File: config.mk
export PLATFORM = sky130hd
export DESIGN_NAME = axi2ram
export DESIGN_NICKNAME = d
export VERILOG_FILES = /design/src/rtl/axi2ram.sv
export SDC_FILE = /design/constraint.sdc
export NUM_CORES = 1
export LEC_CHECK = 0
export CORE_AREA = 2 2 273 275
export CTS_CLUSTER_DIAMETER = 50
export DETAILED_ROUTE_END_ITERATION = 8
export DIE_AREA = 0 0 275 277
export DONT_BUFFER_PORTS = 1
export GPL_ROUTABILITY_DRIVEN = 0
export GPL_TIMING_DRIVEN = 0
export HOLD_SLACK_MARGIN = 0.02
export PLACE_DENSITY = 0.36
export SLEW_MARGIN = 20
export SYNTH_ARGS = -nofsm -noshare
export SYNTH_HDL_FRONTEND = slang
export SYNTH_SLANG_ARGS = --single-unit
File: constraint.sdc
create_clock -name clk -period 17.35 [get_ports clk]
set_clock_uncertainty 0.2 [all_clocks]
set_input_delay 4.3375 -clock clk [delete_from_list [all_inputs] [get_ports clk]]
set_output_delay 4.3375 -clock clk [all_outputs]
set_load 0.01 [all_outputs]
File: src/rtl/axi2ram.sv
// axi2ram: AXI4 slave that serves one burst at a time as single-beat RAM word commands
module axi2ram #(
  parameter int DATA_WD = 128,
  parameter int ADDR_WD = 32,
  parameter int ID_WD   = 4,
  parameter int STRB_WD = DATA_WD / 8
) (
  input  logic               clk,
  input  logic               rst_n,
  input  logic [ID_WD-1:0]   awid,
  input  logic [ADDR_WD-1:0] awaddr,
  input  logic [7:0]         awlen,
  input  logic [2:0]         awsize,
  input  logic [1:0]         awburst,
  input  logic               awvalid,
  output logic               awready,
  input  logic [DATA_WD-1:0] wdata,
  input  logic [STRB_WD-1:0] wstrb,
  input  logic               wlast,
  input  logic               wvalid,
  output logic               wready,
  output logic [ID_WD-1:0]   bid,
  output logic [1:0]         bresp,
  output logic               bvalid,
  input  logic               bready,
  input  logic [ID_WD-1:0]   arid,
  input  logic [ADDR_WD-1:0] araddr,
  input  logic [7:0]         arlen,
  input  logic [2:0]         arsize,
  input  logic [1:0]         arburst,
  input  logic               arvalid,
  output logic               arready,
  output logic [ID_WD-1:0]   rid,
  output logic [DATA_WD-1:0] rdata,
  output logic [1:0]         rresp,
  output logic               rlast,
  output logic               rvalid,
  input  logic               rready,
  output logic [ADDR_WD-1:0] ram_addr,
  output logic               ram_wr_en,
  output logic               ram_rd_en,
  output logic [DATA_WD-1:0] ram_w_data,
  output logic [STRB_WD-1:0] ram_strobe,
  input  logic [DATA_WD-1:0] ram_r_data
);
  localparam int SHIFT = $clog2(STRB_WD);
  typedef enum logic [1:0] {IDLE, WRITE, WRESP, READ} state_t;
  state_t state, state_nx;
  logic [ID_WD-1:0] id;
  logic [ADDR_WD-1:0] addr, addr_nx, inc, bound, mask;
  logic [7:0] len, cnt, icnt;
  logic [2:0] size;
  logic [1:0] burst;
  logic err, prio_w, idone, inflight, inflight_last;
  logic grant_w, grant_r, w_hs, issue, push, pop;
  logic [DATA_WD-1:0] fifo_data [2];
  logic [1:0] fifo_last;
  logic wp, rp;
  logic [1:0] occ;

  assign inc = ADDR_WD'(1) << size;
  assign bound = ADDR_WD'({1'b0, len} + 9'd1) << size;
  assign mask = bound - ADDR_WD'(1);
  assign addr_nx = burst == 2'b00 ? addr :
                   burst == 2'b10 ? (addr & ~mask) | ((addr + inc) & mask) : addr + inc;

  // grants are masked while reset is held so no handshake can be seen during reset
  always_comb begin
    state_nx = state;
    grant_w = 1'b0;
    grant_r = 1'b0;
    case (state)
      IDLE: begin
        grant_w = rst_n & awvalid & (prio_w | ~arvalid);
        grant_r = rst_n & arvalid & ~grant_w;
        state_nx = grant_w ? WRITE : grant_r ? READ : IDLE;
      end
      WRITE: state_nx = (wvalid && cnt == len) ? WRESP : WRITE;
      WRESP: state_nx = bready ? IDLE : WRESP;
      READ: state_nx = (pop && rlast) ? IDLE : READ;
      default: state_nx = IDLE;
    endcase
  end

  assign awready = grant_w;
  assign arready = grant_r;
  assign wready = state == WRITE;
  assign w_hs = wready & wvalid;
  assign bvalid = state == WRESP;
  assign bid = id;
  assign bresp = (bvalid && err) ? 2'b10 : 2'b00;
  assign rvalid = occ != 2'd0;
  assign pop = rvalid & rready;
  assign push = inflight;
  assign rid = id;
  assign rresp = 2'b00;
  assign rdata = fifo_data[rp];
  assign rlast = rvalid & fifo_last[rp];
  // a read may issue only if its beat is guaranteed a FIFO slot after this cycle's pop
  assign issue = state == READ && !idone &&
                 ({1'b0, occ} + {2'b0, inflight} + 3'd1) <= (3'd2 + {2'b0, pop});
  assign ram_rd_en = issue;
  assign ram_wr_en = w_hs;
  assign ram_addr = addr >> SHIFT;
  assign ram_w_data = wdata;
  assign ram_strobe = wstrb;

  always_ff @(posedge clk or negedge rst_n)
    if (!rst_n) state <= IDLE;
    else state <= state_nx;

  always_ff @(posedge clk or negedge rst_n) begin
    if (!rst_n) begin
      id <= '0;
      addr <= '0;
      len <= '0;
      size <= '0;
      burst <= '0;
      cnt <= '0;
      icnt <= '0;
      err <= 1'b0;
      prio_w <= 1'b1;
      idone <= 1'b0;
      inflight <= 1'b0;
      inflight_last <= 1'b0;
      fifo_last <= '0;
      wp <= 1'b0;
      rp <= 1'b0;
      occ <= '0;
    end else begin
      if (grant_w || grant_r) begin
        id <= grant_w ? awid : arid;
        addr <= grant_w ? awaddr : araddr;
        len <= grant_w ? awlen : arlen;
        size <= grant_w ? awsize : arsize;
        burst <= grant_w ? awburst : arburst;
        cnt <= '0;
        icnt <= '0;
        idone <= 1'b0;
        prio_w <= grant_r;
      end else if (w_hs || issue) begin
        addr <= addr_nx;
      end
      if (w_hs) begin
        cnt <= cnt + 8'd1;
        if (wlast != (cnt == len)) err <= 1'b1;
      end
      if (bvalid && bready) err <= 1'b0;
      if (issue) begin
        icnt <= icnt + 8'd1;
        idone <= icnt == len;
      end
      inflight <= issue;
      inflight_last <= issue && icnt == len;
      if (push) begin
        fifo_last[wp] <= inflight_last;
        wp <= ~wp;
      end
      if (pop) rp <= ~rp;
      occ <= occ + {1'b0, push} - {1'b0, pop};
    end
  end

  always_ff @(posedge clk)
    if (push) fifo_data[wp] <= ram_r_data;
endmodule

---- Yosys cells after proc, flatten, opt, wreduce, memory -nomap -nowiden ----
Memories as Yosys holds them, arrays and structs flattened.
Cells that the tools add are included.
cells by class
  shifts and indexed selects .............. 2
  multiply operators ...................... 0
  eq/ne operators ......................... 8
  magnitude comparators ................... 4
  add/sub/neg operators ................... 10
  multiplexer cells ....................... 33
  reductions and logical operators ........ 21
  div/mod/pow operators ................... 0
  bitwise operators ....................... 16
operators by type and width
  operator                                                     number
  two-way mux 32 bit                                           5
  bitwise AND 32 bit                                           2
  adder 32 bit                                                 1
  two-way mux 8 bit                                            4
  inverter 32 bit                                              1
  OR 32 bit                                                    1
  left shift 1 x 3 -> 32 bit (first input constant)            1
  left shift 9 x 3 -> 32 bit                                   1
  subtractor 32 x 1 -> 32 bit (second input constant)          1
  adder 8 x 1 -> 8 bit (second input constant)                 2
  equality test 8 bit                                          2
  two-way mux 2 bit                                            7
  two-way mux 1 bit                                            12
  nonzero test 2 bit                                           6
  adder 8 x 1 -> 9 bit (second input constant)                 1
  logical AND 1 bit                                            8
  case mux 2 bit (4 select lines)                              1
  bitwise AND 1 bit                                            7
  equality test 2 bit (second input constant)                  3
  logical NOT 2 bit                                            2
  less-than comparator 1 x 2 -> 1 bit (second input constant)  2
  two-way mux 4 bit                                            1
  inverter 1 bit                                               4
  AND reduction 2 bit                                          2
  other kinds (16)                                             17
storage, ports and cells
  bits in latches ......................... 0
  bits in writable memories ............... 256
  memories ................................ 1
  ROM bits ................................ 0
  logic and storage cells ................. 112
  output and inout bits ................... 324
  flip-flop bits (word level) ............. 78
memory list
  name       words  bits a word  read ports  clocked after Yosys merged registers in  write ports  line  source
  fifo_data  2      128          1           0                                        1            56    logic [DATA_WD-1:0] fifo_data [2];

---- Logic depth before layout (Yosys ltp) ----
Gate-level depths: netlist (run 1).
  word-level depth ........................ 10
  gate-level depth with buffers ........... 17

---- Least setup slack after synthesis (run 1) ----
Ideal clock, no wire load.
  path kind ............................... input port to output port
  from .................................... in rst_n
  to ...................................... out awready
  arrival ................................. 5.593 ns
  slack ................................... 7.220 ns
  cell stages on the path ................. 5
  buffers on the path ..................... 2
  required time ........................... 12.812 ns
  path through ............................ nor3b_1 nand3_1 clkinv_1 clkbuf_1 buf_1
on the way
  cells in the longest elaborated chain, start to end .. 3
RTL lines
  what                             line  source
  from (decl)                      9     input logic rst_n,
  bitwise AND 1 bit (2 in series)  74    grant_w = rst_n & awvalid & (prio_w | ~arvalid);
  two-way mux 1 bit                72    case (state)
  to (decl)                        16    output logic awready,
Every way passes these cells.

---- Final worst setup path (run 1) ----
Ends and elaborated chain as after synthesis.

==> results of run 1 <==
-- cell families after synthesis --
group | after synthesis
DFF | 334
and+or+nand+nor | 321
buffers and inverters | 271
AOI/OAI and AO/OA | 249
muxes | 147
xor gates and xnor gates | 37
adders and majority gates | 19
other | 1
-- worst max-delay path, stage by stage --
cell      delay (ns)
nor3b_1         0.35
nand3_1         0.31
clkinv_1        0.31
clkbuf_1        0.61
buf_1           0.70
-- layer usage --
metal  vias to the layer above  wire [um]  global-route usage
li1                       5094          -                   -
met1                      5668      23400               0.179
met2                       555      27400               0.236
met3                        89       7330              0.0745
met4                         8       1180              0.0345
met5                         -         75                   0
-- metrics by stage --
stage                     instances  instance area (sq um)  setup WS (ns)  power, uW
after floorplan                1385                  16900           7.22       2120
after global placement         2354                  18100           5.97       2550
after detailed placement       2363                  18300           6.02       2540
after CTS                      2457                  20000           6.02       3600
after global routing           2458                  20000           5.89       3750
final                          2472                  20100           6.12       3540
-- cell type report --
type                            count  area [sq um]  share of cell area
Clock inverter                     38           432              0.0215
Multi-Input combinational cell    780          5510               0.275
Antenna cell                       15          37.5             0.00187
Clock buffer                       56          1280              0.0640
Sequential cell                   334          9640               0.481
Buffer                            245          1640              0.0817
Timing Repair Buffer                9           203              0.0101
Tap cell                          969          1210              0.0605
Inverter                           26          97.6             0.00487
-- cells in the mapped netlist (all sizes together) (8+ instances only) --
cell / number
nor3: 19
clkbuf: 40
inv: 24
a21oi: 37
nor2: 76
a221oi: 11
and3: 8
nor2b: 10
nand4: 14
o21ai: 65
a31oi: 33
nand2: 101
a211oi: 14
xor2: 18
xnor2: 19
a21o: 8
and2: 9
mux2: 132
dfrtp: 77
nor4: 11
ha: 18
nand2b: 13
a221o: 9
mux2i: 15
nand3: 32
edfxtp: 256
o21a: 8
buf: 205
-- where the power goes --
group | switching [uW] | leakage, uW | internal, uW | total, uW
clock | 397 | 0.000832 | 632 | 1030
combinational | 868 | 0.00316 | 519 | 1390
sequential | 99.3 | 0.00330 | 1020 | 1120
total | 1360 | 0.00728 | 2170 | 3540
-- sequential cells by signal, summed over array words and instances (netlist names), 2 cells and up, named ones only --
register	flops
fifo_last	2
fifo_data	256
icnt	8
len	8
burst	2
size	3
state	2
bid	4
cnt	8
occ	2
-- worst min path at each step --
| stage | startpoint | to | slack (ns) |
|---|---|---|---|
| after global placement | wp | wp | 0.27 |
| after global routing | idone | idone | 0.31 |
| after CTS | idone | idone | 0.29 |
| after detailed placement | idone | idone | 0.28 |
| final | idone | idone | 0.28 |
| after floorplan | idone | idone | 0.25 |
==> impl_metrics.env, run 1 <==
export IMPL_layout_commonest_cell="edfxtp_1"
export IMPL_synth_simple_area_share=0.0916
export IMPL_fill_cells=7710
export IMPL_row_count=100
export IMPL_synth_distinct_cells=73
export IMPL_synth_ff_type="edfxtp_1"
export IMPL_avgSynthCellArea_sq_um=12.2
export IMPL_synth_cells=1379
export IMPL_cts_resized=0
export IMPL_timing_critical_path_to="awready"
export IMPL_worstSetupEndpointType="output port"
export IMPL_critPathKind="in2out"
export IMPL_synth_edf_count=256
export IMPL_drive_gt1_frac=0.300
export IMPL_grt_usage=0.149
export IMPL_clkLatencyLatePin_ns=0.59
export IMPL_fp_dieW_um=275
export IMPL_die_area_sq_um=76200
export IMPL_area_delta_synth_final_pct=19.0
export IMPL_cts_buffers=50
export IMPL_async_reset_ff_frac=0.234
export IMPL_via_per_inst=4.62
export IMPL_routed_wl_mm=59.4
export IMPL_crit_required_ns=12.81
export IMPL_post_cts_buffers=0
export IMPL_period_minus_slack_ns=11.23
export IMPL_grt_pass1_vias=11516
export IMPL_grt_pass1_wl_mm=83.4
export IMPL_postRouteAntennaNets=0
export IMPL_die_height_um=277
export IMPL_grt_overflow=0
export IMPL_fin_nets=1843
export IMPL_final_cell_mix="edfxtp_1 (256), buf_4 (184), mux2_2 (132)"
export IMPL_r2r_start="size[1]"
export IMPL_num_io_pins=702
export IMPL_worstHoldPathCells=1
export IMPL_finalSetupTns_ns=0
export IMPL_grt_setup_unrepaired="no"
export IMPL_synth_seq_cells=334
export IMPL_clockBufferDepth=3
export IMPL_min_path_type="reg2reg"
export IMPL_synth_area_sq_um=16900
export IMPL_dp_hpwl_mm=46.2
export IMPL_drt_first_iter_violations=679
export IMPL_status="finished, final reports clean"
export IMPL_yosysSeqAreaShare=0.572
export IMPL_setup_violations=0
export IMPL_peakVddDrop_uv=81.2
export IMPL_dr_total_vias=11414
export IMPL_synth_area_leaders="edfxtp_1 (46%), dfrtp_1 (11%), mux2_2 (8.8%), buf_4 (8.2%), nand2_1 (2.2%)"
export IMPL_clkSlewWorstSetupHoldPaths_ns=0.05
export IMPL_antenna_found_initial=16
export IMPL_hold_violations=0
export IMPL_cp_start_kind="input port"
export IMPL_cp_max_fo=79
export IMPL_ys_warn_count=0
export IMPL_design_core_area_sq_um=73600
export IMPL_grt_max_degree=80
export IMPL_fmax_ghz=0.0891
export IMPL_synth_compound_area_share=0.102
export IMPL_startpoint="rst_n"
export IMPL_fin_crit_sh=0.647
export IMPL_dr_pass1_iters=5
export IMPL_synth_top_family_by_area="buffers and inverters"
export IMPL_r2r_cells=16
export IMPL_cap_viol_max_count=0
export IMPL_clock_sinks=334
export IMPL_max_slew_worst_pin_slew_ns=0.929
export IMPL_cts_tree="built"
export IMPL_powerDensity_nw_per_um2=176
export IMPL_maxSlewHeadroom=0.381
export IMPL_leakage_uw=0.00728
export IMPL_netlist_top_cell_by_area="edfxtp_1"
export IMPL_slew_viol_final=0
export IMPL_fin_util=0.273
export IMPL_hold_buffers=0
export IMPL_synth_xor_area_frac=0.0192
export IMPL_portBuffers=0
export IMPL_crit_arrival_ns=6.69
export IMPL_synth_mux_area_frac=0.0971
export IMPL_hold_ws_ns=0.283
export IMPL_wl_per_cell_um=24.0
export IMPL_cts_root_buf="clkbuf_16"
export IMPL_yosys_area_share_adder=0.0146
export IMPL_route_detailed_drc=0
export IMPL_yosysTopAreaCellShare=0.456
export IMPL_htreeDepth=2
export IMPL_initial_core_util=0.229
export IMPL_r2r_slack_ns=12.33
Power figures use the tool's default switching activity.
==> run 2, diff against run 1 <==
--- a/config.mk
+++ b/config.mk
@@ -5,15 +5,16 @@
 export SDC_FILE = /design/constraint.sdc
 export NUM_CORES = 1
 export LEC_CHECK = 0
-export CORE_AREA = 2 2 273 275
+export ABC_AREA = 1
+export CORE_AREA = 2 2 277 279
 export CTS_CLUSTER_DIAMETER = 50
 export DETAILED_ROUTE_END_ITERATION = 8
-export DIE_AREA = 0 0 275 277
+export DIE_AREA = 0 0 279 281
 export DONT_BUFFER_PORTS = 1
 export GPL_ROUTABILITY_DRIVEN = 0
 export GPL_TIMING_DRIVEN = 0
 export HOLD_SLACK_MARGIN = 0.02
-export PLACE_DENSITY = 0.36
+export PLACE_DENSITY = 0.37
 export SLEW_MARGIN = 20
 export SYNTH_ARGS = -nofsm -noshare
 export SYNTH_HDL_FRONTEND = slang
==> constraint.sdc (replaced) <==
create_clock -name clk -period 10.2 [get_ports clk]
set_clock_uncertainty 0.2 [all_clocks]
set_input_delay 2.55 -clock clk [delete_from_list [all_inputs] [get_ports clk]]
set_output_delay 2.55 -clock clk [all_outputs]
set_load 0.01 [all_outputs]
==> run 2 against run 1 <==
  * Critical path depth did not move
  * Critical path type unchanged
  * Global-route usage decreased by 0.16 points
  * Count of clock-buffer cells in the layout increased by 10
  * Combinational power increased by 83%
  * Highest routed layer unchanged
  * Largest power group unchanged
  * Largest cell class unchanged
  * Critical endpoint unchanged
  * Sequential share of layout area down 1.1 points
  * Register-to-register slack got worse by 6.2 ns
==> impl_metrics.env, run 2 <==
export IMPL_critPathKind="in2out"
export IMPL_clkSlewWorstSetupHoldPaths_ns=0.05
export IMPL_dp_hpwl_mm=46.9
export IMPL_cts_buffers=54
export IMPL_largest_register="fifo_data"
export IMPL_cts_resized=0
export IMPL_portBuffers=0
export IMPL_r2r_slack_ns=6.17
export IMPL_wl_met3_mm=7.28
export IMPL_preCtsSetupSlack_ns=3.13
export IMPL_htreeDepth=2
export IMPL_drt_first_iter_violations=616
export IMPL_m1WireLength_mm=22.5
export IMPL_route_detailed_drc=0
export IMPL_design_core_area_sq_um=75400
export IMPL_maxSlewHeadroom=0.362
export IMPL_cap_viol_max_count=0
export IMPL_period_minus_slack_ns=7.01
export IMPL_avgSynthCellArea_sq_um=9.31
export IMPL_grt_pass1_wl_mm=85.0
export IMPL_r2r_start="size[1]"
export IMPL_hold_ws_ns=0.282
export IMPL_worstSetupEndpointType="output port"
export IMPL_grt_max_degree=81
export IMPL_initial_core_util=0.229
export IMPL_dr_total_vias=12568
export IMPL_drive_gt1_frac=0.189
export IMPL_fp_dieW_um=279
export IMPL_crit_arrival_ns=4.26
export IMPL_fmax_ghz=0.143
export IMPL_worstPathCellList="nand2_1, nand3_1, nor2_2, clkbuf_1, clkbuf_1"
export IMPL_fin_area_sq_um=20500
export IMPL_postRouteAntennaNets=0
export IMPL_r2r_cells=19
export IMPL_setup_ws_ns=3.19
export IMPL_row_count=101
export IMPL_post_cts_buffers=0
export IMPL_fin_nets=2320
export IMPL_via_per_inst=4.27
export IMPL_hold_buffers=0
export IMPL_grt_setup_unrepaired="no"
export IMPL_hold_violations=0
export IMPL_synth_edf_count=256
export IMPL_dr_pass1_iters=5
export IMPL_p_switching_uw=2670
export IMPL_synth_cells=1854
export IMPL_slew_viol_final=0
export IMPL_max_slew_worst_pin_slew_ns=0.957
export IMPL_ys_warn_count=0
export IMPL_synth_seq_cells=334
export IMPL_grt_pass1_vias=12808
export IMPL_setup_violations=0
export IMPL_cp_start_kind="input port"
export IMPL_async_reset_ff_frac=0.234
export IMPL_min_path_type="reg2reg"
export IMPL_clock_sinks=334
export IMPL_largest_register_ffs=256
export IMPL_synth_distinct_cells=55
export IMPL_cp_max_fo=10
export IMPL_combPwrFrac=0.403
export IMPL_yosysMostFrequentCell="nand2_1"
export IMPL_synth_ff_type="edfxtp_1"
export IMPL_finalSetupTns_ns=0
export IMPL_antenna_found_initial=6
export IMPL_max_stage_delay_ns=0.66
export IMPL_grt_usage=0.147
export IMPL_slowest_stage="clkbuf_1"
export IMPL_fin_crit_sh=0.687
export IMPL_die_area_sq_um=78400
export IMPL_leakage_uw=0.00874
export IMPL_synth_area_sq_um=17300
export IMPL_routed_wl_mm=60.1
export IMPL_crit_required_ns=7.45
export IMPL_synth_area_leaders="edfxtp_1 (45%), nand2_1 (14%), dfrtp_1 (11%), buf_4 (8.0%), nand3_1 (2.6%)"
export IMPL_final_cell_mix="nand2_1 (646), edfxtp_1 (256), buf_4 (185)"
export IMPL_crit_path_frequent_cell="clkbuf_1"
export IMPL_timing_critical_path_to="awready"
export IMPL_startpoint="arvalid"
export IMPL_status="finished, final reports clean"
export IMPL_num_io_pins=702
export IMPL_netlist_top_cell_by_area="edfxtp_1"
export IMPL_grt_overflow=0
export IMPL_clkLatencyLatePin_ns=0.60
export IMPL_layout_commonest_cell="nand2_1"
export IMPL_area_delta_synth_final_pct=18.8
export IMPL_dpl_instance_area_sq_um=18700
export IMPL_wl_met2_mm=29.0
export IMPL_die_height_um=281
export IMPL_yosysTopAreaCellShare=0.445
export IMPL_synthTopCellsByCount="nand2_1 (646), edfxtp_1 (256), buf_4 (185)"
export IMPL_highest_layer="met5"
export IMPL_p_seq_frac=0.306
export IMPL_yosysSeqAreaShare=0.558
export IMPL_sw_frac_of_total=0.425
export IMPL_clockBufferDepth=3
export IMPL_cts_root_buf="clkbuf_16"
export IMPL_peakVddDrop_uv=157
export IMPL_wl_per_cell_um=20.4
export IMPL_powerDensity_nw_per_um2=306
export IMPL_cts_tree="built"
export IMPL_clock_power_share=0.291
export IMPL_internal_power_uw=3620
export IMPL_p_total_uw=6290
[run 2: cell types whose count changed in the layout (fill, tap and decap cells not counted), moves of 18 or more]
cell / change
or2_2: +20
nand2_1: +545
nor2_1: +30
inv_1: +72
o21ai_0: -18
mux2_2: -131
a31oi_1: -27
nand3_1: +58
[run 2: layout make-up]
type / instances / area, sq um
inverter: 107 / 412
antenna: 2 / 5.00
clock buffer: 66 / 1440
multi-input combinational: 1171 / 5610
fill: 7981 / 54900
timing repair buffer: 7 / 155
sequential: 334 / 9640
clock inverter: 31 / 397
buffer: 248 / 1640
tap: 978 / 1220
[run 2: metal layers]
| layer | up-vias | global-route usage |
|---|---|---|
| met5 | - | 0 |
| met4 | 10 | 0.0390 |
| met3 | 86 | 0.0760 |
| met2 | 536 | 0.248 |
| met1 | 5859 | 0.163 |
| li1 | 6077 | - |
[run 2: cell families after synthesis]
family | Yosys count | synth area share
other cells | 1 | 0.000217
fa+ha+maj | 19 | 0.0142
flops | 334 | 0.558
mux | 1 | 0.000652
simple gates | 945 | 0.233
buf+inv | 355 | 0.118
compound gates | 161 | 0.0562
xor+xnor | 38 | 0.0193
[run 2: stage by stage]
step                cells   util
global route         2942  0.272
global placement     2838  0.245
floorplan            1860      -
finish               2944  0.272
detailed placement   2845  0.248
CTS                  2942  0.272
[run 2: worst min-delay path by stage]
stage | start | endpoint | cells past startpoint
CTS | idone | idone | 1
detailed placement | idone | idone | 1
floorplan | idone | idone | 1
finish | idone | idone | 1
global route | idone | idone | 1
global placement | idone | idone | 1
[run 2: power groups by stage]
| stage | combinational (uW) | sequential (uW) | clock [uW] |
|---|---|---|---|
| after global routing | 2870 | 1950 | 1940 |
| final | 2540 | 1920 | 1830 |
| after global placement | 2560 | 2000 | 0 |
| after CTS | 2600 | 1930 | 1880 |
| after detailed placement | 2590 | 1950 | 0 |
| after floorplan | 1820 | 1920 | 0 |
[run 2: critical path, delay by kind of cell]
family / cells / cell delay, ns
and+or+nand+nor: 3 / 0.57
buffers and inverters: 2 / 1.12
